[src/rtl/ps2_mouse_rx.sv]
// ps2_mouse_rx: PS/2 mouse receiver; assembles 3-byte packets into a clamped absolute position and buttons.
// Define MOUSE_INIT_EN to send 0xF4 (enable reporting) and await 0xFA before reception starts.
module ps2_mouse_rx #(
  parameter int MAX_X          = 799,
  parameter int MAX_Y          = 599,
  parameter int FILTER_LEN     = 8,
  parameter int TIMEOUT_CYCLES = 65000,
  parameter int INHIBIT_CYCLES = 6500
) (
  input  logic        clk,
  input  logic        rst_n,
  input  logic        ps2_clk_in,
  input  logic        ps2_data_in,
  output logic        ps2_clk_oe,
  output logic        ps2_data_oe,
  output logic [11:0] xpos,
  output logic [11:0] ypos,
  output logic        left,
  output logic        right,
  output logic        pkt_valid,
  output logic        err
);
  localparam int FW = $clog2(FILTER_LEN + 1);
  localparam int TW = $clog2((TIMEOUT_CYCLES > INHIBIT_CYCLES ? TIMEOUT_CYCLES : INHIBIT_CYCLES) + 2);
  localparam logic [FW-1:0] F_LAST = FW'(FILTER_LEN - 1);
  localparam logic [TW-1:0] T_LAST = TW'(TIMEOUT_CYCLES);
  localparam logic signed [12:0] MAX_XS = 13'(MAX_X);
  localparam logic signed [12:0] MAX_YS = 13'(MAX_Y);

  typedef enum logic [1:0] {IDLE, DATA, PARITY, STOP} rx_state_t;
  rx_state_t state, state_nx;
  logic [1:0] clk_sync, data_sync, idx;
  logic [FW-1:0] fcnt;
  logic [TW-1:0] tcnt;
  logic [7:0] shreg, b1;
  logic [5:0] hdr;
  logic [2:0] bcnt;
  logic [11:0] xn, yn;
  logic signed [12:0] dx, dy, nx, ny;
  logic filt, strobe, sdata, par, good, byte_done, busy, tout;
  logic rx_en, pkt_en, host_busy, host_clr, inhibit, host_err;

`ifdef MOUSE_INIT_EN
  typedef enum logic [2:0] {H_IDLE, H_INHIBIT, H_REQ, H_SEND, H_ACK, H_RESP, H_DONE} host_state_t;
  localparam logic [TW-1:0] I_LAST = TW'(INHIBIT_CYCLES - 1);
  localparam logic [9:0] TX_FRAME = {1'b1, ~^8'hF4, 8'hF4};
  host_state_t hstate, hstate_nx;
  logic [9:0] tx;
  logic [3:0] tx_n;
  always_ff @(posedge clk or negedge rst_n)
    if (!rst_n) begin
      hstate <= H_IDLE;
      tx <= '1;
      tx_n <= '0;
    end else begin
      hstate <= hstate_nx;
      if (hstate == H_SEND && strobe) begin
        tx <= {1'b1, tx[9:1]};
        tx_n <= tx_n + 4'd1;
      end else if (hstate != H_SEND) begin
        tx <= TX_FRAME;
        tx_n <= '0;
      end
    end
  // tx[0] is the bit presented since the last device falling edge; the REQ edge presents bit 0
  always_comb begin
    hstate_nx = hstate;
    host_err = 1'b0;
    unique case (hstate)
      H_IDLE:    hstate_nx = H_INHIBIT;
      H_INHIBIT: hstate_nx = (tcnt == I_LAST) ? H_REQ : H_INHIBIT;
      H_REQ:     hstate_nx = strobe ? H_SEND : H_REQ;
      H_SEND:    hstate_nx = (strobe && tx_n == 4'd8) ? H_ACK : H_SEND;
      H_ACK:     hstate_nx = (strobe && !sdata) ? H_RESP : H_ACK;
      H_RESP:
        if (byte_done) begin
          host_err = !(good && shreg == 8'hFA);
          hstate_nx = host_err ? H_INHIBIT : H_DONE;
        end
      default: ;
    endcase
    if (tout && hstate != H_DONE) hstate_nx = H_INHIBIT;
  end
  assign inhibit = hstate == H_INHIBIT;
  assign host_busy = hstate inside {H_INHIBIT, H_REQ, H_SEND, H_ACK, H_RESP};
  assign host_clr = hstate != hstate_nx;
  assign rx_en = hstate inside {H_RESP, H_DONE};
  assign pkt_en = hstate == H_DONE;
  assign ps2_clk_oe = inhibit;
  assign ps2_data_oe = hstate == H_REQ || (hstate == H_SEND && !tx[0]);
`else
  assign {inhibit, host_busy, host_clr, host_err, ps2_clk_oe, ps2_data_oe} = '0;
  assign {rx_en, pkt_en} = 2'b11;
`endif

  assign busy = state != IDLE || idx != 2'd0 || host_busy;
  assign tout = tcnt == T_LAST && !inhibit;
  assign good = sdata && ^{shreg, par};
  assign byte_done = strobe && state == STOP && rx_en && !tout;
  assign dx = hdr[4] ? 13'sd0 : $signed({{5{hdr[2]}}, b1});
  assign dy = hdr[5] ? 13'sd0 : $signed({{5{hdr[3]}}, shreg});
  assign nx = $signed({1'b0, xpos}) + dx;
  assign ny = $signed({1'b0, ypos}) - dy;
  assign xn = nx[12] ? 12'd0 : (nx > MAX_XS) ? MAX_XS[11:0] : nx[11:0];
  assign yn = ny[12] ? 12'd0 : (ny > MAX_YS) ? MAX_YS[11:0] : ny[11:0];

  // the inhibit phase reuses the timeout counter, so our own clock pull-down must not clear it
  always_ff @(posedge clk or negedge rst_n)
    if (!rst_n) begin
      clk_sync <= 2'b11;
      data_sync <= 2'b11;
      filt <= 1'b1;
      fcnt <= '0;
      strobe <= 1'b0;
      sdata <= 1'b1;
      tcnt <= '0;
    end else begin
      clk_sync <= {clk_sync[0], ps2_clk_in};
      data_sync <= {data_sync[0], ps2_data_in};
      strobe <= 1'b0;
      if (clk_sync[1] == filt) fcnt <= '0;
      else if (fcnt == F_LAST) begin
        filt <= clk_sync[1];
        fcnt <= '0;
        strobe <= filt;
        sdata <= data_sync[1];
      end else fcnt <= fcnt + 1'b1;
      if ((strobe && !inhibit) || !busy || tout || host_clr) tcnt <= '0;
      else tcnt <= tcnt + 1'b1;
    end

  always_comb begin
    state_nx = state;
    if (tout || !rx_en) state_nx = IDLE;
    else if (strobe)
      unique case (state)
        IDLE:    state_nx = sdata ? IDLE : DATA;
        DATA:    state_nx = (bcnt == 3'd7) ? PARITY : DATA;
        PARITY:  state_nx = STOP;
        default: state_nx = IDLE;
      endcase
  end

  always_ff @(posedge clk or negedge rst_n)
    if (!rst_n) begin
      state <= IDLE;
      shreg <= '0;
      bcnt <= '0;
      par <= 1'b0;
      idx <= '0;
      hdr <= '0;
      b1 <= '0;
      xpos <= '0;
      ypos <= '0;
      left <= 1'b0;
      right <= 1'b0;
      pkt_valid <= 1'b0;
      err <= 1'b0;
    end else begin
      state <= state_nx;
      pkt_valid <= 1'b0;
      err <= host_err;
      if (strobe && state == IDLE) bcnt <= '0;
      if (strobe && state == DATA) begin
        shreg <= {sdata, shreg[7:1]};
        bcnt <= bcnt + 3'd1;
      end
      if (strobe && state == PARITY) par <= sdata;
      if (tout) idx <= '0;
      else if (byte_done && pkt_en) begin
        if (!good) begin
          err <= 1'b1;
          idx <= '0;
        end else if (idx == 2'd0) begin
          if (shreg[3]) begin
            hdr <= {shreg[7:4], shreg[1:0]};
            idx <= 2'd1;
          end else err <= 1'b1;
        end else if (idx == 2'd1) begin
          b1 <= shreg;
          idx <= 2'd2;
        end else begin
          idx <= '0;
          pkt_valid <= 1'b1;
          xpos <= xn;
          ypos <= yn;
          left <= hdr[0];
          right <= hdr[1];
        end
      end
    end
endmodule
[config.mk]
export PLATFORM = sky130hd
export DESIGN_NAME = ps2_mouse_rx
export DESIGN_NICKNAME = d
export VERILOG_FILES = /design/src/rtl/ps2_mouse_rx.sv
export SDC_FILE = /design/constraint.sdc
export NUM_CORES = 1
export LEC_CHECK = 0
export CAP_MARGIN = 5
export CORE_UTILIZATION = 63
export DETAILED_ROUTE_END_ITERATION = 10
export DONT_BUFFER_PORTS = 1
export HOLD_SLACK_MARGIN = 0.15
export PLACE_DENSITY = 0.79
export RECOVER_POWER = 50
export SLEW_MARGIN = 20
export SYNTH_ARGS = -nofsm -noshare
export SYNTH_HDL_FRONTEND = slang
export SYNTH_SLANG_ARGS = --single-unit
export TNS_END_PERCENT = 5
[constraint.sdc]
create_clock -name clk -period 8.9 [get_ports clk]
set_clock_uncertainty 0.15 [all_clocks]
set_input_delay 1.335 -clock clk [delete_from_list [all_inputs] [get_ports clk]]
set_output_delay 1.335 -clock clk [all_outputs]
set_load 0.005 [all_outputs]
Word-level counts from Yosys, hierarchy flattened
Index checks and enable logic that the tools add are counted.
{ "op_classes": {"magnitude_cmp": 2, "n_bitwise": 4, "addsub": 5, "n_mux": 34, "eq_ne": 9, "reduce_logical": 24} }
{ "ops": {"columns": ["cell", "count"], "rows": [
  ["$mux W12", 4],
  ["$gt A13 B11 Y1 const B", 2],
  ["$mux W13", 2],
  ["$mux W2", 9],
  ["$add A16 B1 Y16 const B", 1],
  ["$eq A16 B16 Y1 const B", 1],
  ["$mux W16", 1],
  ["$reduce_and A5 Y1", 3],
  ["$add A13 B13 Y13", 1],
  ["$mux W1", 13],
  ["$sub A13 B13 Y13", 1],
  ["$reduce_bool A2 Y1", 5],
  ["$reduce_xor A9 Y1", 1],
  ["$mux W4", 2],
  ["$logic_and A1 B1 Y1", 6],
  ["$mux W3", 2],
  ["$pmux W2 S3", 1],
  ["$add A4 B1 Y4 const B", 1],
  ["$eq A2 B1 Y1 const B", 2],
  ["$eq A2 B2 Y1 const B", 2],
  ["$eq A4 B3 Y1 const B", 1],
  ["$logic_not A2 Y1", 2],
  ["$ne A4 B4 Y1 const B", 1],
  ["$not A1 Y1", 4],
  ["6 further kinds", 10]
]} }
{ "word_totals": {"ff_bits": 85, "wordCells": 98, "input_bits": 4, "out_inout_bits": 30} }

Longest topological paths before layout
{ "logic_depth": {"ltp_word": 6, "depth_mapped": 12, "depth_no_buf": 11} }

Least setup slack after synthesis
Ideal clock, no wire load.
{ "synth_timing": {"kind": "register to register", "from": "reg shreg[0]", "to": "reg ypos[3]", "period_less_slack_ns": 2.992, "stages_incl_launch_ff": 12, "arrival_time_ns": 2.721, "required_ns": 8.628, "n_path_buf": 1, "setup_time_ns": 0.122, "setup_slack_ns": 5.908, "cell_sequence": "dfrtp_1 > nor2b_1 > ha_1 > fa_1 > nand2b_1 > a211o_1 > a211oi_1 > nor4_1 > or3_1 > clkbuf_1 > and3_1 > a32o_1"} }
{ "synth_between": {"elab_chain_cells": 5, "elab_cells_between_ends": 8, "classes_between": "add/sub (1); order compare (1); mux (3); reduce/logical (3)"} }
{ "synth_rtl": {"columns": ["item", "line_no", "text"], "rows": [
  ["start, declared", "35", "logic [7:0] shreg, b1;"],
  ["start signal, assigned", "165", "shreg <= {sdata, shreg[7:1]};"],
  ["$mux W13", "101", "assign dy = hdr[5] ? 13'sd0 : $signed({{5{hdr[3]}}, shreg});"],
  ["$sub A13 B13 Y13", "103", "assign ny = $signed({1'b0, ypos}) - dy;"],
  ["$gt A13 B11 Y1", "105", "assign yn = ny[12] ? 12'd0 : (ny > MAX_YS) ? MAX_YS[11:0] : ny[11:0];"],
  ["$mux W12 (2 in series)", "105", null],
  ["end signal, assigned", "186", "ypos <= yn;"],
  ["end, declared", "17", "output logic [11:0] ypos,"]
]} }
Several ways; a longest one is shown, not always the timed one.
A chain may end at the register's enable or synchronous reset.

Worst setup path in the final report
{ "layout_timing": {"from": "reg shreg[0]", "to": "reg ypos[1]"} }
Same word-level chain as after synthesis.

==> flow_summary.ini <==
[run_status]
outcome = finished, final reports clean

[timing]
tns_ns = 0
fmax_ghz = 0.299
drv_slew = 0
slew_headroom_pct = 52.7
rsz0062_at_grt = false
setup_viol = 0
tightestPinTransition_ns = 0.710
hold_viol = 0
fin_crit_ns = 3.34
finalCritPeriodShare_pct = 37.5

[place]
gp_congestion = 0.876
hpwl_mm = 7.24
portBuffers = 0
placed_area_um2 = 5080
dpl.cell_count = 587

[clock_tree]
cts_max_path_buffers = 2
hold_buffers = 0
clk_pin_slew_ns = 0.09
cts_buffers = 9
clock_sinks = 85
cts.htree.levels = 3
clk_latency_ns = 0.35
clockRootBuffer = clkbuf_8
post_cts_buffers = 0
tritoncts = yes
cts_resized = 0

[global_routing]
gr-usage-all-layers_pct = 26.0
antenna_found_initial = 0
grt_pass1_wl_mm = 17.3
grt_pass1_vias = 3758
grt_max_degree = 86
grt_overflow = 0

[die]
die_area_um2 = 8370
row_count = 32
fp.dieW_um = 91.5
io_pins = 34
core_um2 = 7730
die_h_um = 91.5
start_util_pct = 65.3

[worst_hold_path]
hp-class = reg -> reg
min_path_cells = 0

[power]
power_frac_comb_pct = 2.9
power.share.clock_pct = 37.2
p_total_mw = 0.678
cellInternalPower_mw = 0.520
peakVddDrop_v = 0.000107
swShare_pct = 23.4
power_frac_seq_pct = 60.0
p_leak_nw = 2.46
powerDensity_nw_per_um2 = 129
switchingPower_mw = 0.158

[drt]
first_iter_violations = 178
route.antenna.remaining_nets = 0
wl_mm = 9.95
vias = 3677
wl_per_cell_um = 16.5
drt_pass1_iterations = 4
avgViaCountPerCell = 6.10
drc = 0

[logic_synthesis]
synth-seq-cells = 85
synthCells = 500
synth_top_family_by_area = simple AND/OR/NAND/NOR gates
async_flop_share_pct = 100
synthSimpleGateAreaFrac_pct = 20.8
synth_xor_area_share_pct = 5.83
synthMuxAreaShare_pct = 6.97
yosys.area_share.adder_pct = 7.25
synth_compound_area_share_pct = 13.7
synthFlopType = dfrtp_1
synth_edf_count = 0
syn-cell-area_um2 = 5040
ys_types = 68
syn_area_per_cell_um2 = 10.1
yosys_warnings = 0
ys_seq_area_share_pct = 42.3

[setup_path]
start_kind = flop
arrival_ns = 3.39
cp-end-kind = flop
cpMaxStageDelayCell = a211oi_2
required_ns = 8.95
path_cells = nor2b_1 > ha_1 > fa_1 > nand2b_1 > a211o_1 > nor2b_1 > xor2_1 > o221ai_1 > a211oi_2 > o221ai_1
path_max_fanout = 9
slowest_delay_ns = 0.61
worstSetupPathType = reg -> reg
rr_worst_depth = 10

[final_layout]
layoutNonFillerInstCount = 603
area_delta_synth_final_pct = 4.47
fin_nets = 528
nFillCells = 559
final_cell_mix = 79 x dfrtp_1, 54 x nor2_1, 36 x nand2_1, 26 x ha_1, 20 x a21oi_1
antennaDiodeCount = 0
layout_commonest_cell = dfrtp_1
layout-drive-gt1-share_pct = 12.0
fin_area_um2 = 5270

[job]
maxCapViolations = 0
[sequential cells by signal, summed over array words and instances (netlist names), 2 cells and up]
signal / count
bcnt: 3
ypos: 12
hdr: 6
data_sync: 2
b1: 8
tcnt: 16
clk_sync: 2
xpos: 12
state: 2
fcnt: 4
idx: 2
shreg: 8
[kinds of logic (layout without fill, tap and decap cells)]
logic type                 Yosys count  in the layout
and+or+nand+nor                    199            199
AOI/OAI and AO/OA                   94             94
DFF                                 85             85
xor gates and xnor gates            32             32
buffers and inverters               32             32
muxes                               29             29
adders and majority gates           28             28
other                                1              2
[routing by layer]
layer	vias to the layer above	routed length [µm]	track usage, %
met3	11	391	5.70
met1	1808	4470	33.3
li1	1775	-	-
met4	0	108	6.22
met5	-	0	0
met2	83	4980	44.8
[final timing paths]
path | from | slack (ns) | to
min in group asynchronous | rst_n | 0.52 | right
max in group asynchronous | rst_n | 7.86 | data_sync[0]
worst max register to register | shreg[0] | 5.56 | ypos[1]
worst min-delay path | data_sync[0] | 0.20 | data_sync[1]
worst max-delay path | shreg[0] | 5.56 | ypos[1]
worst min register to register | data_sync[0] | 0.20 | data_sync[1]
[critical path: cells and delay by family (launching register included)]
kind                     cells  cell delay, ns
AO/OA/AOI/OAI                4            1.30
XOR/XNOR                     1            0.18
AND/OR/NAND/NOR              3            0.49
adder cells (fa/ha/maj)      2            0.63
flip-flops                   1            0.43
[power groups by stage]
stage | logic [mW] | registers [mW] | clock network [mW]
after floorplan | 0.0176 | 0.412 | 0
after global placement | 0.0191 | 0.413 | 0
after detailed placement | 0.0199 | 0.414 | 0
after CTS | 0.0201 | 0.407 | 0.260
after global routing | 0.0245 | 0.408 | 0.276
final | 0.0196 | 0.407 | 0.252
[synth_stat cells, types with 2 or more instances]
cell type	count	area [µm²]
mux2_4	8	120
nand3_2	2	20.0
mux2_2	17	191
a31oi_1	2	12.5
o211ai_1	5	37.5
dfstp_2	6	158
nand3_1	12	60.1
nand4b_1	2	17.5
buf_4	3	22.5
or2_2	3	18.8
o21ai_0	13	65.1
a32oi_1	4	35.0
mux2i_1	4	40.0
dfrtp_1	79	1980
clkbuf_1	8	30.0
buf_2	3	15.0
nor2_1	54	203
ha_1	26	325
o221ai_1	3	26.3
a21boi_0	2	15.0
nand2b_1	18	113
xor2_1	13	114
a22oi_1	3	22.5
nor2b_1	19	119
or4_1	2	15.0
a211o_1	6	52.6
a21o_1	7	52.6
or3_1	7	43.8
buf_6	2	22.5
fa_1	2	40.0
a21oi_1	20	100
nor3_1	14	70.1
a32o_1	6	60.1
a211oi_1	6	45.0
nand2_1	36	135
inv_1	15	56.3
and3_1	7	43.8
xnor2_1	18	158
and4b_1	2	20.0
o21ai_1	3	15.0
nor3b_1	4	30.0
o21a_1	3	22.5
nand4_1	6	37.5
[stage by stage]
step,worst slack (ns),hold WS (ns),utilization [%]
3_5_place_dp,5.61,0.199,65.8
2_1_floorplan,5.91,0.195,-
5_1_grt,5.38,0.213,68.2
4_1_cts,5.57,0.208,68.2
3_3_place_gp,5.71,0.197,65.8
6_report,5.56,0.201,68.2
[layout make-up]
class                      count  area, µm²  share of cell area (%)
multi-input combinational    384       2760                    52.4
sequential                    85       2130                    40.5
clock inverter                 6       46.3                   0.879
tap                          102        128                    2.42
clock buffer                  10        138                    2.61
inverter                      16       60.1                    1.14
Note: power is estimated with default switching activity, not from simulation.
